File: config.mk
export PLATFORM = sky130hd
export DESIGN_NAME = commit_perf_monitor_flat
export DESIGN_NICKNAME = d
export VERILOG_FILES = /design/src/rtl/commit_perf_monitor_if.sv /design/src/rtl/commit_perf_monitor.sv /design/src/flat_wrapper.sv
export SDC_FILE = /design/constraint.sdc
export NUM_CORES = 1
export LEC_CHECK = 0
export CAP_MARGIN = 0
export CORE_ASPECT_RATIO = 0.6
export CORE_MARGIN = 1.5
export CORE_UTILIZATION = 40
export DETAILED_ROUTE_END_ITERATION = 8
export PLACE_DENSITY_LB_ADDON = 0.08
export SYNTH_ARGS = -nofsm -noshare
export SYNTH_HDL_FRONTEND = slang
export SYNTH_SLANG_ARGS = --single-unit
File: constraint.sdc
create_clock -name clk -period 12 [get_ports clk]
set_input_delay 1.2 -clock clk [delete_from_list [all_inputs] [get_ports clk]]
set_output_delay 1.2 -clock clk [all_outputs]
set_load 0.02 [all_outputs]
File: src/rtl/commit_perf_monitor_if.sv
// commit_perf_monitor_if
// Groups the commit-stream taps and the monitor's result registers in one bundle.
//   master : the commit source. It drives valid/order/inst and reads the results.
//   slave  : the monitor. It samples valid/order/inst and drives the results.
// Signals:
//   valid       CHANNELS      per-lane commit valid
//   order       CHANNELSx64   per-lane commit order number
//   inst        CHANNELSx32   per-lane committed instruction
//   halt        1             sticky halt-committed flag
//   seg_state   2             0=IDLE, 1=SEG, 2=DONE
//   inst_count  CNT_W         committed instructions in the current window
//   cycle_count CNT_W         cycles in the current window
//   pwr_start_ts/pwr_stop_ts  CNT_W timestamps of the power markers
//   pwr_valid   1             sticky; power window closed
//   order_err   1             sticky ordering/packing error
//   err_lane    3             lowest offending lane of the first error
interface commit_perf_monitor_if #(
   parameter int CHANNELS = 2,
   parameter int CNT_W    = 32
);
   logic [CHANNELS-1:0]        valid;
   logic [CHANNELS-1:0][63:0]  order;
   logic [CHANNELS-1:0][31:0]  inst;
   logic                       halt;
   logic [1:0]                 seg_state;
   logic [CNT_W-1:0]           inst_count;
   logic [CNT_W-1:0]           cycle_count;
   logic [CNT_W-1:0]           pwr_start_ts;
   logic [CNT_W-1:0]           pwr_stop_ts;
   logic                       pwr_valid;
   logic                       order_err;
   logic [2:0]                 err_lane;

   modport master (
      output valid, order, inst,
      input  halt, seg_state, inst_count, cycle_count,
             pwr_start_ts, pwr_stop_ts, pwr_valid, order_err, err_lane
   );

   modport slave (
      input  valid, order, inst,
      output halt, seg_state, inst_count, cycle_count,
             pwr_start_ts, pwr_stop_ts, pwr_valid, order_err, err_lane
   );
endinterface

File: src/rtl/commit_perf_monitor.sv
// commit_perf_monitor
// Watches the ROB commit port. It checks commit ordering and lane packing, and
// detects halt instructions. It tracks segment and power-window markers and
// keeps saturating instruction and cycle counters. All results are registered.
// Ports:
//   clk  clock
//   rst  asynchronous active-high reset
//   mon  commit_perf_monitor_if.slave. It carries the per-lane commit inputs
//        and the registered results.
module commit_perf_monitor #(
   parameter int CHANNELS = 2,
   parameter int CNT_W    = 32
) (
   input logic                 clk,
   input logic                 rst,
   commit_perf_monitor_if.slave mon
);
   localparam logic [31:0] HALT_A    = 32'h0000_0063;
   localparam logic [31:0] HALT_B    = 32'h0000_006F;
   localparam logic [31:0] HALT_C    = 32'hF000_2013;
   localparam logic [31:0] SEG_START = 32'h0010_2013;
   localparam logic [31:0] SEG_STOP  = 32'h0020_2013;
   localparam logic [31:0] PWR_START = 32'h0030_2013;
   localparam logic [31:0] PWR_STOP  = 32'h0040_2013;

   typedef enum logic [1:0] {
      SEG_IDLE = 2'd0,
      SEG_RUN  = 2'd1,
      SEG_DONE = 2'd2
   } seg_t;

   seg_t             seg_reg, seg_next;
   logic             halt_reg, halt_next;
   logic [CNT_W-1:0] inst_cnt_reg, inst_cnt_next;
   logic [CNT_W-1:0] cyc_cnt_reg, cyc_cnt_next;
   logic [CNT_W-1:0] pwr_start_reg, pwr_start_next;
   logic [CNT_W-1:0] pwr_stop_reg, pwr_stop_next;
   logic             pwr_valid_reg, pwr_valid_next;
   logic             order_err_reg, order_err_next;
   logic [2:0]       err_lane_reg, err_lane_next;
   logic [CNT_W-1:0] ts_reg, ts_next;
   logic [63:0]      exp_order_reg, exp_order_next;
   logic             lanes_done;

   logic [CHANNELS-1:0] lane_halt, lane_seg_start, lane_seg_stop;
   logic [CHANNELS-1:0] lane_pwr_start, lane_pwr_stop;
   logic [CHANNELS-1:0] lane_order_ok, lane_hole;

   function automatic logic [CNT_W-1:0] sat_inc(input logic [CNT_W-1:0] v);
      return (&v) ? v : v + CNT_W'(1);
   endfunction

   // Per-lane decode. A "hole" is a clear lane that has a set lane above it.
   // The hole itself is reported as the offending lane.
   for (genvar gi = 0; gi < CHANNELS; gi++) begin : g_lane
      assign lane_halt[gi]      = (mon.inst[gi] == HALT_A) || (mon.inst[gi] == HALT_B) ||
                                  (mon.inst[gi] == HALT_C);
      assign lane_seg_start[gi] = (mon.inst[gi] == SEG_START);
      assign lane_seg_stop[gi]  = (mon.inst[gi] == SEG_STOP);
      assign lane_pwr_start[gi] = (mon.inst[gi] == PWR_START);
      assign lane_pwr_stop[gi]  = (mon.inst[gi] == PWR_STOP);
      assign lane_order_ok[gi]  = (mon.order[gi] == exp_order_reg + 64'(gi));
      assign lane_hole[gi]      = !mon.valid[gi] && ((mon.valid >> (gi + 1)) != '0);
   end

   // Lanes are resolved in ascending order. Each lane sees the *_next values
   // left by the lanes below it.
   always_comb begin
      seg_next       = seg_reg;
      halt_next      = halt_reg;
      inst_cnt_next  = inst_cnt_reg;
      cyc_cnt_next   = cyc_cnt_reg;
      pwr_start_next = pwr_start_reg;
      pwr_stop_next  = pwr_stop_reg;
      pwr_valid_next = pwr_valid_reg;
      order_err_next = order_err_reg;
      err_lane_next  = err_lane_reg;
      exp_order_next = exp_order_reg;
      ts_next        = ts_reg + CNT_W'(1);
      lanes_done     = 1'b0;

      if (!halt_reg) begin
         // The cycle increment comes before the lanes are processed.
         // A SEG_START later in this cycle then clears it, so that cycle contributes 0.
         if (seg_reg != SEG_DONE) cyc_cnt_next = sat_inc(cyc_cnt_reg);

         for (int c = 0; c < CHANNELS; c++) begin
            if (!lanes_done) begin
               if (lane_hole[c] || (mon.valid[c] && !lane_order_ok[c])) begin
                  if (!order_err_next) begin
                     order_err_next = 1'b1;
                     err_lane_next  = 3'(c);
                  end
               end
               if (mon.valid[c]) begin
                  exp_order_next = mon.order[c] + 64'd1;
                  if (lane_seg_start[c]) begin
                     // The marker lane itself is not counted. Only lanes above it are.
                     seg_next      = SEG_RUN;
                     inst_cnt_next = '0;
                     cyc_cnt_next  = '0;
                  end else begin
                     if (seg_next != SEG_DONE) inst_cnt_next = sat_inc(inst_cnt_next);
                     if (lane_halt[c]) begin
                        halt_next  = 1'b1;
                        lanes_done = 1'b1;
                     end else if (lane_seg_stop[c] && (seg_next != SEG_DONE)) begin
                        // Lanes above this one fall into DONE and are no longer counted.
                        seg_next = SEG_DONE;
                        if (!pwr_valid_next) begin
                           pwr_stop_next  = ts_reg;
                           pwr_valid_next = 1'b1;
                        end
                     end else if (lane_pwr_start[c] && !pwr_valid_next) begin
                        pwr_start_next = ts_reg;
                     end else if (lane_pwr_stop[c] && !pwr_valid_next) begin
                        pwr_stop_next  = ts_reg;
                        pwr_valid_next = 1'b1;
                     end
                  end
               end
            end
         end
      end
   end

   always_ff @(posedge clk or posedge rst) begin
      if (rst) begin
         seg_reg       <= SEG_IDLE;
         halt_reg      <= 1'b0;
         inst_cnt_reg  <= '0;
         cyc_cnt_reg   <= '0;
         pwr_start_reg <= '0;
         pwr_stop_reg  <= '0;
         pwr_valid_reg <= 1'b0;
         order_err_reg <= 1'b0;
         err_lane_reg  <= '0;
         ts_reg        <= '0;
         exp_order_reg <= '0;
      end else begin
         seg_reg       <= seg_next;
         halt_reg      <= halt_next;
         inst_cnt_reg  <= inst_cnt_next;
         cyc_cnt_reg   <= cyc_cnt_next;
         pwr_start_reg <= pwr_start_next;
         pwr_stop_reg  <= pwr_stop_next;
         pwr_valid_reg <= pwr_valid_next;
         order_err_reg <= order_err_next;
         err_lane_reg  <= err_lane_next;
         ts_reg        <= ts_next;
         exp_order_reg <= exp_order_next;
      end
   end

   assign mon.halt         = halt_reg;
   assign mon.seg_state    = seg_reg;
   assign mon.inst_count   = inst_cnt_reg;
   assign mon.cycle_count  = cyc_cnt_reg;
   assign mon.pwr_start_ts = pwr_start_reg;
   assign mon.pwr_stop_ts  = pwr_stop_reg;
   assign mon.pwr_valid    = pwr_valid_reg;
   assign mon.order_err    = order_err_reg;
   assign mon.err_lane     = err_lane_reg;
endmodule

File: src/flat_wrapper.sv
// flat-port wrapper written by rule: the top's interface ports become plain ports
module commit_perf_monitor_flat 
#(
   parameter int CHANNELS = 2,
   parameter int CNT_W    = 32
)
  (clk, rst, mon_valid, mon_order, mon_inst, mon_halt, mon_seg_state, mon_inst_count, mon_cycle_count, mon_pwr_start_ts, mon_pwr_stop_ts, mon_pwr_valid, mon_order_err, mon_err_lane);
  commit_perf_monitor_if #(.CHANNELS(CHANNELS), .CNT_W(CNT_W)) mon_i ();
  input logic clk;
  input logic rst;
  input wire logic [$bits(mon_i.valid)-1:0] mon_valid;
  input wire logic [$bits(mon_i.order)-1:0] mon_order;
  input wire logic [$bits(mon_i.inst)-1:0] mon_inst;
  output wire logic [$bits(mon_i.halt)-1:0] mon_halt;
  output wire logic [$bits(mon_i.seg_state)-1:0] mon_seg_state;
  output wire logic [$bits(mon_i.inst_count)-1:0] mon_inst_count;
  output wire logic [$bits(mon_i.cycle_count)-1:0] mon_cycle_count;
  output wire logic [$bits(mon_i.pwr_start_ts)-1:0] mon_pwr_start_ts;
  output wire logic [$bits(mon_i.pwr_stop_ts)-1:0] mon_pwr_stop_ts;
  output wire logic [$bits(mon_i.pwr_valid)-1:0] mon_pwr_valid;
  output wire logic [$bits(mon_i.order_err)-1:0] mon_order_err;
  output wire logic [$bits(mon_i.err_lane)-1:0] mon_err_lane;
  assign mon_i.valid = mon_valid;
  assign mon_i.order = mon_order;
  assign mon_i.inst = mon_inst;
  assign mon_halt = mon_i.halt;
  assign mon_seg_state = mon_i.seg_state;
  assign mon_inst_count = mon_i.inst_count;
  assign mon_cycle_count = mon_i.cycle_count;
  assign mon_pwr_start_ts = mon_i.pwr_start_ts;
  assign mon_pwr_stop_ts = mon_i.pwr_stop_ts;
  assign mon_pwr_valid = mon_i.pwr_valid;
  assign mon_order_err = mon_i.order_err;
  assign mon_err_lane = mon_i.err_lane;
  commit_perf_monitor #(.CHANNELS(CHANNELS), .CNT_W(CNT_W)) u_core (.clk(clk), .rst(rst), .mon(mon_i));
endmodule
-- After elaboration in Yosys (flattened, before gate mapping)
Cells that the tools add are included.
- mux-type cells: 88
- add/subtract/negate cells: 7
- reduce and logical (&&, ||, !) cells: 22
- equality and inequality tests: 18
- operators with widths (operator ; count):
    $mux W32 ; 43
    $add A64 B1 Y64 const B ; 3
    $mux W64 ; 3
    $add A32 B1 Y32 const B ; 4
    $eq A32 B22 Y1 const B ; 4
    $eq A32 B7 Y1 const B ; 4
    $eq A64 B64 Y1 ; 2
    $reduce_and A32 Y1 ; 3
    $eq A32 B21 Y1 const B ; 2
    $eq A32 B23 Y1 const B ; 2
    $eq A32 B32 Y1 const B ; 2
    $mux W1 ; 27
    $mux W2 ; 10
    $mux W3 ; 5
    $logic_and A1 B1 Y1 ; 9
    $logic_not A1 Y1 ; 5
    $logic_or A1 B1 Y1 ; 5
    $ne A2 B2 Y1 const B ; 2
- register bits after elaboration: 232
- logic and storage cells: 146

-- Longest topological paths before layout
- word-level depth: 18
- depth in mapped cells: 17
- depth with buffers taken out: 14

-- Worst setup path after synthesis
No wires, ideal clock.
- path kind: input to register
- from: in mon_inst[3]
- to: reg u_core.inst_cnt_reg[25] (netlist: u_core.mon.inst_count[25])
- required time: 11.899 ns
- setup slack: 7.465 ns
- data arrival time: 4.434 ns
- cell stages on the path: 15
- cell sequence: nor4b_1 nand3b_1 nor2_1 and4_1 clkbuf_1 clkbuf_1 nor2_1 ha_1 o211a_1 and4_1 and4_1 buf_6 a21o_4 or4_4 o311ai_2
- cells in the longest elaborated chain, start to end: 12
- elaborated cells between the ends (all ways): 28
- classes of those cells: add/sub (1); eq/ne (6); mux (17); reduce/logical (4)
- ends and longest elaborated chain (what ; RTL line ; source):
    start: declaration ; flat_wrapper.sv:13 ; input wire logic [$bits(mon_i.inst)-1:0] mon_inst;
    parallel branches: the longest is 11 deep, another holds $add A32 B1 Y32 ; -- ;
    $mux W32 * ; commit_perf_monitor.sv:88 ; if (!lanes_done) begin
    end signal: assignment ; commit_perf_monitor.sv:143 ; inst_cnt_reg <= inst_cnt_next;
    end: declaration ; commit_perf_monitor.sv:34 ; logic [CNT_W-1:0] inst_cnt_reg, inst_cnt_next;
Mark *: on every way between the ends. The select of a mux whose other input is x is not followed.
A chain may end at the register's enable or synchronous reset.

-- Worst setup path after layout
- from: in mon_order[76]
- to: reg u_core.exp_order_reg[63]
- cells in the longest elaborated chain, start to end: 3
- ends and longest elaborated chain (what ; RTL line ; source):
    start: declaration ; flat_wrapper.sv:12 ; input wire logic [$bits(mon_i.order)-1:0] mon_order;
    $add A64 B1 Y64 ; commit_perf_monitor.sv:96 ; exp_order_next = mon.order[c] + 64'd1;
    $mux W64 ; commit_perf_monitor.sv:95 ; if (mon.valid[c]) begin
    $mux W64 ; commit_perf_monitor.sv:88 ;
    end signal: assignment ; commit_perf_monitor.sv:151 ; exp_order_reg <= exp_order_next;
    end: declaration ; commit_perf_monitor.sv:42 ; logic [63:0] exp_order_reg, exp_order_next;
No other way between the ends.

==> results.cfg <==
[timing]
hold_ws_ns = 0.492
finClkSkew_ns = 0.0148
setup_violations = 0
slew_viol_final = 0
tightest_slew_ns = 1.18
fmax_mhz = 179
slew_headroom_pct = 20.5
post-route-period-util_pct = 46.5
rsz0062_at_grt = no
setup_tns_ns = 0
period_needed_ns = 5.58
hold_violations = 0

[clock_tree]
cts.htree.levels = 1
clk_pin_slew_ns = 0.07
clock_sinks = 232
cts_tree = yes
numCtsBuffers = 25
cts-resized-gates = 0
cts_buffer_depth = 3
insertion_delay_ns = 0.58
root_buffer = clkbuf_16
post-cts-setup-buffer-count = 0
cts_hold_buf = 0

[power_and_ir_drop]
p_leak_nw = 8.45
peakVddDrop_uv = 117
clkPwrFrac_pct = 36.3
p_sw_mw = 0.768
pwr-share-seq_pct = 39.9
combPwrFrac_pct = 23.8
total_power_mw = 2.30
power_density_nw_per_um2 = 104
power.internal_mw = 1.53
swShare_pct = 33.3

[floorplan]
ios = 332
start_util_pct = 40.7
die_h_um = 166
die_area_um2 = 45500
die_w_um = 275
core_area_um2 = 43500
placementRows = 59

[worst_setup_path]
crit_path_top_delay_cell = nor3_1
critPathLaunchType = input port
worstPathCellList = clkdlybuf4s50_1 > and4_1 > nand4_1 > or2_2 > nor3_1 > buf_4 > nand2_1 > nor3_1 > nand3_1 > nor2_1 > xnor2_1 > a22oi_1 > o22a_1
crit_arrival_ns = 6.04
cpPeakStageDelay_ns = 0.81
crit_type = in -> reg
worst_setup_path_end_kind = flip-flop
crit_path_frequent_cell = nor3_1
worstPathRequired_ns = 12.47
crit_fanout = 7

[global_routing]
grt-ovfl-total = 0
antenna_found_initial = 5
grt_pass1_wl_um = 112000
grt_max_degree = 119
grt_pass1_vias = 17255
grt_use_total_pct = 32.1

[yosys]
yosys_most_used_dff = dfrtp_1
synth-async-reset-ratio_pct = 100
yosysWarnings = 0
synth_area_um2 = 17700
synth_seq_area_share_pct = 32.8
syn-instance-count = 2115
synth-seq-cells = 232
syn_avg_cell_area_um2 = 8.37
synthDistinctLibCells = 95
synth-edff-count = 0
syn-num-nets = 2318

[worst_hold_path]
hold_path_class = reg -> reg

[routing]
vias = 18047
wl_per_cell_um = 25.3
antenna_left = 0
drtIter0Drc = 1956
vias_per_cell = 6.08
drc_errors = 0
drt_pre_antenna_iters = 6
routed_wl_um = 75100

[cells_and_area]
areaGrowthSynthToFinish_pct = 25.6
final_nets = 2575
largest_reg_flops = 64
nFillCells = 4183
drive_above_1_share_pct = 6.83

[placed_design]
hpwl_um = 57500
place_congestion = 1.05
port_buffers = 331

[status]
status = finished clean

[job]
cap_violations = 0
[final timing paths]
| kind | startpoint | end | slack, ns | cells past startpoint |
|---|---|---|---|---|
| max | mon_order[76] | u_core.exp_order_reg[63]$_DFFE_PP0N_ | 6.42 | 13 |
| min | flip-flop | flip-flop | 0.49 | 2 |
| max reg2reg | u_core.exp_order_reg[13]$_DFFE_PP0N_ | u_core.mon.err_lane[2]$_DFFE_PP0N_ | 7.01 | 10 |
| min reg2reg | flip-flop | flip-flop | 0.49 | 2 |
| max in group asynchronous | rst | u_core.exp_order_reg[29]$_DFFE_PP0N_ | 9.57 | 3 |
| min in group asynchronous | rst | u_core.mon.pwr_stop_ts[24]$_DFFE_PP0N_ | 1.16 | 2 |
[worst max-delay path: cells and delay by family]
kind | cells | cell delay [ns]
xor+xnor | 1 | 0.16
simple gates | 8 | 3.36
compound gates | 2 | 0.30
buf+inv | 2 | 1.01
[cells in the mapped netlist (all sizes together), types with 7 or more instances]
cell type	number	area, um2
or4	11	90.1
buf	21	145
ha	7	87.6
xnor2	190	1670
or3	16	103
or2	10	62.6
mux2	66	743
nand4	94	609
xor2	139	1220
o21ai	115	576
a22oi	36	270
o211ai	9	67.6
o22a	17	150
and3	65	408
o31ai	14	119
a21oi	67	335
a211oi	10	92.6
clkbuf	94	369
a31oi	18	113
nor4	40	265
nand3	136	681
inv	62	233
a221oi	9	78.8
mux2i	15	150
and2	9	57.6
and4	25	225
nor3	69	367
nand2	218	818
o22ai	32	200
nor3b	17	133
nor2	150	563
dfrtp	232	5810
[routing by layer]
metal / vias up / track usage, % / wire length (um)
met5: - / 0 / 13
met4: 2 / 6.76 / 1380
met3: 100 / 9.98 / 8640
met2: 907 / 43.0 / 29900
met1: 8831 / 49.5 / 35200
li1: 8207 / - / -
[metrics by stage]
step	setup WS [ns]	util, %	instances	instance area (um2)
floorplan	4.44	-	2115	17700
global placement	6.05	49.2	2924	21400
detailed placement	6.08	49.2	2924	21400
CTS	6.68	51.1	2964	22200
global route	6.39	51.1	2966	22200
finish	6.42	51.1	2969	22200
[final cells by class]
| class | count | area [um2] | area share, % |
|---|---|---|---|
| Multi-Input combinational cell | 1706 | 11200 | 50.3 |
| Sequential cell | 232 | 5810 | 26.1 |
| Timing Repair Buffer | 345 | 3430 | 15.4 |
| Tap cell | 579 | 724 | 3.26 |
| Clock buffer | 32 | 672 | 3.02 |
| Inverter | 62 | 240 | 1.08 |
| Clock inverter | 8 | 158 | 0.709 |
| Antenna cell | 5 | 12.5 | 0.0563 |
[cell usage in the layout (no fill, tap or decap), drive strengths merged, types with 9 or more instances in the layout]
| cell | n |
|---|---|
| a211oi | 10 |
| a21oi | 67 |
| a221oi | 9 |
| a22oi | 36 |
| a31oi | 18 |
| and2 | 9 |
| and3 | 65 |
| and4 | 25 |
| buf | 14 |
| clkbuf | 32 |
| clkdlybuf4s50 | 331 |
| dfrtp | 232 |
| inv | 63 |
| mux2 | 66 |
| mux2i | 15 |
| nand2 | 218 |
| nand3 | 136 |
| nand4 | 94 |
| nor2 | 150 |
| nor3 | 69 |
| nor3b | 17 |
| nor4 | 40 |
| o211ai | 9 |
| o21ai | 115 |
| o22a | 17 |
| o22ai | 32 |
| o31ai | 14 |
| or2 | 10 |
| or3 | 16 |
| or4 | 11 |
| xnor2 | 190 |
| xor2 | 139 |
[power by group through the flow]
stage / Clock (mW) / Combinational [mW] / Sequential [mW]
2_1_floorplan: 0 / 0.320 / 0.887
3_3_place_gp: 0 / 0.530 / 0.927
3_5_place_dp: 0 / 0.532 / 0.928
4_1_cts: 0.851 / 0.536 / 0.914
5_1_grt: 0.881 / 0.585 / 0.924
6_report: 0.835 / 0.547 / 0.919
[cells by family (layout without fill, tap and decap cells)]
| family | after synthesis | in the layout | synth area share [%] |
|---|---|---|---|
| and+or+nand+nor | 897 | 897 | 26.5 |
| xor gates and xnor gates | 329 | 329 | 16.3 |
| adders and majority gates | 7 | 7 | 0.495 |
| muxes | 81 | 81 | 5.05 |
| DFF | 232 | 232 | 32.8 |
| AOI/OAI and AO/OA | 392 | 392 | 14.6 |
| buffers and inverters | 177 | 447 | 4.22 |
| other | 0 | 5 | 0 |
No activity file was read; power rests on OpenSTA's default activity.
